### src/rtl/mul_16_bits.sv
// Sequential 16x16 unsigned shift-add multiplier with start/done handshake.
// One carry-select adder iteration per cycle; 16 iterations per product.

module csa_16_bits (
    input  logic [15:0] a,
    input  logic [15:0] b,
    input  logic        c_in,
    output logic [15:0] s,
    output logic        c
);
    logic [8:0] lo_sum;
    logic [8:0] hi_sum0;
    logic [8:0] hi_sum1;

    // Upper byte is precomputed for both carry-ins, then selected.
    assign lo_sum  = {1'b0, a[7:0]} + {1'b0, b[7:0]} + {8'd0, c_in};
    assign hi_sum0 = {1'b0, a[15:8]} + {1'b0, b[15:8]};
    assign hi_sum1 = {1'b0, a[15:8]} + {1'b0, b[15:8]} + 9'd1;

    always_comb begin
        s[7:0] = lo_sum[7:0];
        if (lo_sum[8]) begin
            s[15:8] = hi_sum1[7:0];
            c       = hi_sum1[8];
        end else begin
            s[15:8] = hi_sum0[7:0];
            c       = hi_sum0[8];
        end
    end
endmodule

module mul_16_bits (
    input  logic        clk,
    input  logic        rst_n,
    input  logic        start,
    input  logic [15:0] a,
    input  logic [15:0] b,
    output logic        busy,
    output logic        done,
    output logic [31:0] product
);
    typedef enum logic [1:0] {
        IDLE = 2'd0,
        RUN  = 2'd1,
        DONE = 2'd2
    } state_t;

    state_t      state_q;
    logic [15:0] mcand_q;
    logic [15:0] hi_q;
    logic [15:0] lo_q;
    logic [3:0]  cnt_q;
    logic [31:0] product_q;

    logic [15:0] sum;
    logic        carry;
    logic [31:0] shift_d;

    csa_16_bits u_csa (
        .a    (hi_q),
        .b    (mcand_q),
        .c_in (1'b0),
        .s    (sum),
        .c    (carry)
    );

    // Add-then-shift when the low multiplier bit is set, plain shift otherwise.
    always_comb begin
        shift_d = {1'b0, hi_q, lo_q[15:1]};
        if (lo_q[0]) begin
            shift_d = {carry, sum, lo_q[15:1]};
        end
    end

    always_ff @(posedge clk) begin
        if (!rst_n) begin
            state_q   <= IDLE;
            mcand_q   <= 16'd0;
            hi_q      <= 16'd0;
            lo_q      <= 16'd0;
            cnt_q     <= 4'd0;
            product_q <= 32'd0;
        end else begin
            unique case (state_q)
                IDLE: begin
                    if (start) begin
                        mcand_q <= a;
                        hi_q    <= 16'd0;
                        lo_q    <= b;
                        cnt_q   <= 4'd0;
                        state_q <= RUN;
                    end
                end
                RUN: begin
                    hi_q  <= shift_d[31:16];
                    lo_q  <= shift_d[15:0];
                    cnt_q <= cnt_q + 4'd1;
                    if (cnt_q == 4'd15) begin
                        product_q <= shift_d;
                        state_q   <= DONE;
                    end
                end
                DONE: begin
                    state_q <= IDLE;
                end
                default: begin
                    state_q <= IDLE;
                end
            endcase
        end
    end

    assign busy    = (state_q == RUN);
    assign done    = (state_q == DONE);
    assign product = product_q;
endmodule

### config.mk
export PLATFORM = sky130hd
export DESIGN_NAME = mul_16_bits
export DESIGN_NICKNAME = d
export VERILOG_FILES = /design/src/rtl/mul_16_bits.sv
export SDC_FILE = /design/constraint.sdc
export NUM_CORES = 1
export LEC_CHECK = 0
export CAP_MARGIN = 20
export CELL_PAD_IN_SITES_DETAIL_PLACEMENT = 1
export CELL_PAD_IN_SITES_GLOBAL_PLACEMENT = 1
export CORE_ASPECT_RATIO = 0.5
export CORE_UTILIZATION = 30
export CTS_CLUSTER_DIAMETER = 50
export DETAILED_ROUTE_END_ITERATION = 10
export PLACE_DENSITY = 0.71
export SLEW_MARGIN = 20
export SYNTH_ARGS = -nofsm -noshare
export SYNTH_HDL_FRONTEND = slang
export SYNTH_SLANG_ARGS = --single-unit
### constraint.sdc
create_clock -name clk -period 6.2 [get_ports clk]
set_input_delay 0.62 -clock clk [delete_from_list [all_inputs] [get_ports clk]]
set_output_delay 0.62 -clock clk [all_outputs]
set_load 0.05 [all_outputs]
==> results of run 1 <==
power by group through the flow:
stage               Combinational [mW]  Sequential [mW]  Clock (mW)
finish                           0.155            0.590       0.584
CTS                              0.155            0.590       0.596
global placement                 0.151            0.602           0
global route                     0.173            0.593       0.625
detailed placement               0.155            0.603           0
floorplan                        0.102            0.598           0
per-stage QoR:
step | instances | setup WS [ps] | util (%)
detailed placement | 708 | 3340 | 38.0
global placement | 708 | 3390 | 38.0
CTS | 724 | 3490 | 40.5
floorplan | 493 | 3790 | -
global route | 724 | 3160 | 40.5
finish | 724 | 3370 | 40.5
synth_stat cells, drive strengths merged (3+ instances only):
| cell type | n |
|---|---|
| dfxtp | 86 |
| nand2 | 81 |
| nor2 | 66 |
| a21oi | 57 |
| clkbuf | 27 |
| ha | 18 |
| nand3 | 15 |
| o221ai | 15 |
| o21ai | 12 |
| inv | 10 |
| xnor2 | 10 |
| a32o | 9 |
| a211oi | 8 |
| mux2i | 7 |
| a21o | 5 |
| and3 | 5 |
| o211ai | 5 |
| o21a | 5 |
| or2 | 5 |
| a31oi | 4 |
| and2 | 4 |
| nand2b | 4 |
| or3 | 4 |
| xor2 | 4 |
| nor4 | 3 |
critical path, stage by stage:
cell	delay (ps)
sky130_fd_sc_hd__clkdlybuf4s50_1	460
sky130_fd_sc_hd__buf_4	300
sky130_fd_sc_hd__clkinv_1	830
sky130_fd_sc_hd__nor3_1	580
sky130_fd_sc_hd__nand2b_1	100
sky130_fd_sc_hd__o211ai_1	180
kinds of logic (layout without fill, tap and decap cells):
kind of cell | after synthesis | in the layout | synth area share [%]
compound gates | 132 | 132 | 21.8
xor+xnor | 14 | 14 | 3.19
fa+ha+maj | 20 | 20 | 6.49
buf+inv | 40 | 101 | 3.68
flops | 86 | 86 | 42.1
mux | 7 | 7 | 1.72
simple gates | 194 | 194 | 21.0
metal layers:
metal  routed length (um)  vias to the layer above  GRT usage, %
li1                     -                     1846             -
met5                    0                        -             0
met2                 5010                       48          26.9
met3                  287                        4          4.01
met4                   56                        0          3.87
met1                 5880                     1786          22.5
registers in the layout, summed over array words and instances (netlist names):
name and cells:
cnt_q 4, mcand_q 16, state_q 2, lo_q 16
product 32, hi_q 16
worst paths after layout:
path	to	slack (ps)	cells past startpoint
max reg2reg	product[30]	3470	10
max	product[31]	3370	6
min reg2reg	mcand_q[8]	460	2
min	mcand_q[8]	460	2
area by class of cell:
| cell class | count | area (um2) | area share [%] |
|---|---|---|---|
| multi-input combinational | 367 | 2220 | 42.3 |
| sequential | 86 | 1720 | 32.9 |
| timing repair buffer | 74 | 726 | 13.8 |
| clock buffer | 9 | 225 | 4.30 |
| tap | 170 | 213 | 4.06 |
| clock inverter | 7 | 97.6 | 1.86 |
| inverter | 11 | 41.3 | 0.788 |
==> summary.txt, run 1 <==
Clock tree
  – CTS tree: built
  – Clk slew on worst S/H paths: 70 ps
  – Clock Latency Late Sink: 340 ps
  – CTS hold repair buffers: 0
  – Deepest clock path buffer count: 2
  – Post-CTS Setup Inserts: 0
  – Number of CTS-inserted buffers: 9
  – Number of gates resized after cts: 0
  – Count of clock tree sinks: 86
  – CTS HTree Levels: 3
  – CTS Root Buffer Type: sky130_fd_sc_hd__clkbuf_16

Yosys
  – Seq cells post-synth: 86
  – Post-synth EDFFs: 0
  – Post-synth top flop: sky130_fd_sc_hd__dfxtp_1
  – Mean area per synthesized cell: 8.29 um2
  – Top cells by area in the synthesized netlist: sky130_fd_sc_hd__dfxtp_1 (42%), sky130_fd_sc_hd__nand2_1 (7.4%), sky130_fd_sc_hd__a21oi_1 (6.9%)
  – Distinct cell type count after synthesis: 51
  – Proportion of netlist area held by the largest area contributor: 42.1%
  – Net Count, Synth: 548
  – Leading area contributor after synthesis: sky130_fd_sc_hd__dfxtp_1
  – Register area share after synthesis: 42.1%
  – Yosys warning total: 0
  – Summed instance area of the synthesized netlist: 0.00409 mm2
  – Synth Instances: 493
  – Share of synthesized registers carrying an async set or reset: 0%

Hold path
  – Class of the tightest hold or removal check: flip-flop to flip-flop
  – Source of the worst hold timing path: mcand_q[8]

Placement
  – Number of I/O port buffers: 68
  – Post-DP Area: 0.00492 mm2
  – Detailed placer's ending HPWL: 7970 um
  – GPL Wtd Cong: 0.772

Pwr
  – Comb power frac: 11.6%
  – Clock share of power: 43.9%
  – Largest vdd supply drop: 124 uV
  – Power after layout: 1.33 mW
  – Power Dens Cells: 253 mW/mm2
  – Internal power consumption: 991 uW
  – NetSw: 337 uW
  – Static leakage: 2.02 nW
  – Sw frac: 25.4%
  – Fraction of power consumed by sequential logic: 44.4%

Timing
  – TNS Setup: 0 ps
  – Slew Limit Headroom: 36.0%
  – Setup repair after global routing missed its margin: no
  – Post-route clock skew: 6.23 ps
  – Fin Hold WS: 458 ps
  – Total count of hold-check failures in the final report: 0
  – Maximum clock frequency: 354 MHz
  – Total setup violations reported at the end of the flow: 0
  – Max Slew Vio Count: 0
  – Tightest Pin Transition: 954 ps
  – Time the final worst path needs with I/O delays and setup: 2830 ps
  – Period utilisation layout: 45.6%

Routing
  – Routed Wire Length: 11200 um
  – DR iter-0 viols: 185
  – DRT Pass-1 Iters: 4
  – Per-cell via count in the routed design: 5.09
  – Post-DRT Antenna Nets: 0
  – Count of vias placed by the detailed router: 3684
  – DR WL/cell: 15.5 um
  – Residual DRC count: 0

Global routing
  – Overall overflow remaining after global route: 0
  – Global-route total usage across every layer: 16.7%
  – Largest net degree at the start of global routing: 43
  – Antenna violations before repair: 0
  – Wire length of the first global-routing pass: 18700 um
  – Via count of the first global-routing pass: 3704

Run
  – Maxcap violations: 0

Layout
  – Nets@finish: 604
  – Top library cells by usage in the layout, fill and taps aside: sky130_fd_sc_hd__dfxtp_1 (86), sky130_fd_sc_hd__nand2_1 (81), sky130_fd_sc_hd__clkdlybuf4s50_1 (68)
  – P&R area growth vs syn: 28.3%
  – Share of cells above drive strength 1: 6.50%
  – Total non-filler cell area in the finished layout: 0.00524 mm2
  – Number of filler instances in the final layout: 1522
  – Total inserted antenna cells: 0
  – Leading cell type in the layout, fill and taps excluded: sky130_fd_sc_hd__dfxtp_1

Floorplanning
  – Number of placed I/O pins: 69
  – Overall die height: 84.5 um
  – Area of the placeable core: 0.0130 mm2
  – Area enclosed by the die boundary: 0.0141 mm2
  – Chip width: 167 um
  – Initial core utilization: 31.5%
  – Std-Cell Rows: 29

Critical path
  – Category of the worst setup path launch point: input pin
  – Arrival time of the worst setup path: 3080 ps
  – Data required time of the critical path: 6450 ps
  – Crit Path Max Fanout: 31
  – Source of the critical timing path: rst_n
  – Worst reg2reg path startpoint: hi_q[0]
  – Category of the worst setup path capture point: flip-flop
  – CP Class: input pin to flip-flop

Status
  – Run status: finished clean
(Power assumes the default switching activity.)
==> run 2, diff against run 1 <==
==> constraint.sdc (replaced) <==
create_clock -name clk -period 2.88 [get_ports clk]
set_input_delay 0.288 -clock clk [delete_from_list [all_inputs] [get_ports clk]]
set_output_delay 0.288 -clock clk [all_outputs]
set_load 0.05 [all_outputs]
==> run 2 against run 1 <==
Compared with the run above:
- hold slack lost 5.5 ps
- via count increased by 0.27%
- cell area up 1.5%
- core utilization grew 0.59 points
- die area unchanged
- register-to-register slack lost 3200 ps
- flip-flop and latch count is the same
- critical path type is now flip-flop to flip-flop
- critical endpoint is now hi_q[14]
==> summary.txt, run 2 (same netlist as run 1, synthesis figures left out) <==
Pwr
  – Power Dens Cells: 568 mW/mm2
  – Internal power consumption: 2.31 mW
  – Comb power frac: 11.3%
  – Static leakage: 2.07 nW
  – Clock share of power: 46.7%
  – Largest vdd supply drop: 287 uV
  – NetSw: 713 uW
  – Fraction of power consumed by sequential logic: 42.1%
  – Sw frac: 23.6%

Global routing
  – Global-route total usage across every layer: 16.6%
  – Overall overflow remaining after global route: 0
  – Largest net degree at the start of global routing: 42
  – Antenna violations before repair: 0
  – Via count of the first global-routing pass: 3688
  – Wire length of the first global-routing pass: 18700 um

Routing
  – Count of vias placed by the detailed router: 3694
  – Routed Wire Length: 11300 um
  – DR WL/cell: 15.6 um
  – Per-cell via count in the routed design: 5.08
  – Post-DRT Antenna Nets: 0
  – DRT Pass-1 Iters: 4
  – Residual DRC count: 0
  – DR iter-0 viols: 134

Hold path
  – Min-Delay Endpoint: product[23]
  – Class of the tightest hold or removal check: flip-flop to flip-flop
  – Source of the worst hold timing path: product[23]
  – Cell depth of the worst min-delay path: 2

Clock tree
  – Number of gates resized after cts: 0
  – CTS tree: built
  – Clk slew on worst S/H paths: 60 ps
  – CTS Root Buffer Type: sky130_fd_sc_hd__clkbuf_16
  – CTS hold repair buffers: 0
  – Number of CTS-inserted buffers: 9
  – Clock Latency Late Sink: 340 ps
  – Post-CTS Setup Inserts: 0
  – Count of clock tree sinks: 86
  – Deepest clock path buffer count: 2
  – CTS HTree Levels: 3

Layout
  – Share of cells above drive strength 1: 7.18%
  – Max FFs per register: 32
  – P&R area growth vs syn: 30.1%
  – Nets@finish: 608
  – Share of the core filled with cells in the final layout: 41.0%
  – Leading cell type in the layout, fill and taps excluded: sky130_fd_sc_hd__dfxtp_1
  – Top library cells by usage in the layout, fill and taps aside: sky130_fd_sc_hd__dfxtp_1 (86), sky130_fd_sc_hd__nand2_1 (81), sky130_fd_sc_hd__clkdlybuf4s50_1 (67)
  – Total inserted antenna cells: 0

Floorplanning
  – Overall die height: 84.5 um
  – Area of the placeable core: 0.0130 mm2
  – Initial core utilization: 31.5%
  – Chip width: 167 um
  – Number of placed I/O pins: 69
  – Std-Cell Rows: 29
  – Area enclosed by the die boundary: 0.0141 mm2

Critical path
  – Category of the worst setup path capture point: flip-flop
  – Arrival time of the worst setup path: 2880 ps
  – Crit-path max cell delay: 390 ps
  – Worst reg2reg path startpoint: hi_q[0]
  – Number of buffer and inverter instances along the worst setup path: 1
  – Destination of the worst register-to-register timing path: hi_q[14]
  – CP Class: flip-flop to flip-flop
  – Worst-path cell chain: ha_1 > inv_1 > fa_1 > nand2b_1 > a21oi_1 > o22a_1 > nand3_1 > nor4_1 > o21ai_1 > a32o_1
  – Crit Path Max Fanout: 3
  – Register-to-register setup slack: 220 ps
  – Cell with the largest stage delay on the worst path: sky130_fd_sc_hd__fa_1
  – Depth of the most critical reg-to-reg path: 10
  – Family with the most delay on the worst path: compound AO/OA/AOI/OAI gates
  – Data required time of the critical path: 3100 ps
  – Category of the worst setup path launch point: flip-flop

Timing
  – Tightest Pin Transition: 623 ps
  – Max Slew Vio Count: 0
  – Total count of hold-check failures in the final report: 0
  – Maximum clock frequency: 377 MHz
  – Post-route clock skew: 6.86 ps
  – Setup repair after global routing missed its margin: no
  – Time the final worst path needs with I/O delays and setup: 2660 ps
  – Slew Limit Headroom: 58.4%
  – Total setup violations reported at the end of the flow: 0
  – TNS Setup: 0 ps
  – Period utilisation layout: 92.2%

Placement
  – Number of I/O port buffers: 68
  – Detailed placer's ending HPWL: 7980 um
  – GPL Wtd Cong: 0.779

Run
  – Maxcap violations: 0

Status
  – Run status: finished clean
==> run 2: power by group through the flow <==
stage | sequential, mW | combinational (mW) | clock [mW]
global route | 1.28 | 0.378 | 1.49
finish | 1.27 | 0.341 | 1.41
CTS | 1.27 | 0.342 | 1.44
global placement | 1.29 | 0.332 | 0
detailed placement | 1.30 | 0.339 | 0
floorplan | 1.29 | 0.219 | 0
==> run 2: how the worst max path moves through the flow <==
stage | startpoint | endpoint | slack, ps | cells after the start
6_report | hi_q[0] | hi_q[14] | 220 | 10
5_1_grt | hi_q[0] | hi_q[14] | 60 | 10
4_1_cts | hi_q[0] | hi_q[15] | 220 | 10
3_5_place_dp | hi_q[0] | hi_q[15] | 240 | 10
3_3_place_gp | hi_q[0] | hi_q[15] | 340 | 10
2_1_floorplan | hi_q[8] | hi_q[15] | 470 | 9
==> run 2: worst reg2reg max path, stage by stage, from the launching register on <==
cell	delay, ps
sky130_fd_sc_hd__dfxtp_1	350
sky130_fd_sc_hd__ha_1	180
sky130_fd_sc_hd__inv_1	60
sky130_fd_sc_hd__fa_1	390
sky130_fd_sc_hd__nand2b_1	180
sky130_fd_sc_hd__a21oi_1	320
sky130_fd_sc_hd__o22a_1	260
sky130_fd_sc_hd__nand3_1	150
sky130_fd_sc_hd__nor4_1	280
sky130_fd_sc_hd__o21ai_1	120
sky130_fd_sc_hd__a32o_1	250
==> run 2: area by class of cell <==
type                            count  area, um2
Clock buffer                        9        225
Clock inverter                      6        134
Fill cell                        1506       7640
Inverter                           11       41.3
Multi-Input combinational cell    367       2220
Sequential cell                    86       1720
Tap cell                          170        213
Timing Repair Buffer               78        766
==> run 2: through the flow <==
stage | instance area, um2 | power (mW) | std cells | worst slack (ps) | hold WS (ps)
global route | 5320 | 3.14 | 727 | 63.9 | 474
floorplan | 4090 | 1.51 | 493 | 469 | 424
global placement | 4960 | 1.63 | 712 | 337 | 443
detailed placement | 4960 | 1.63 | 712 | 236 | 446
finish | 5320 | 3.02 | 727 | 224 | 453
CTS | 5320 | 3.05 | 727 | 217 | 455
==> run 2: metal layers <==
layer / vias to the layer above / track usage (%) / part of all wire [%]
met5: - / 0 / 0
met4: 0 / 4.46 / 0.97
met3: 9 / 3.77 / 2.7
met2: 42 / 27.7 / 46
met1: 1782 / 21.8 / 51
li1: 1861 / - / -
==> run 3, diff against run 2 <==
--- a/config.mk
+++ b/config.mk
@@ -5,12 +5,10 @@
 export SDC_FILE = /design/constraint.sdc
 export NUM_CORES = 1
 export LEC_CHECK = 0
-export CAP_MARGIN = 20
 export CELL_PAD_IN_SITES_DETAIL_PLACEMENT = 1
 export CELL_PAD_IN_SITES_GLOBAL_PLACEMENT = 1
 export CORE_ASPECT_RATIO = 0.5
 export CORE_UTILIZATION = 30
-export CTS_CLUSTER_DIAMETER = 50
 export DETAILED_ROUTE_END_ITERATION = 10
 export PLACE_DENSITY = 0.71
 export SLEW_MARGIN = 20
==> results of run 3 <==
The final DEF is identical to that of run 2; final timing and power are the same.
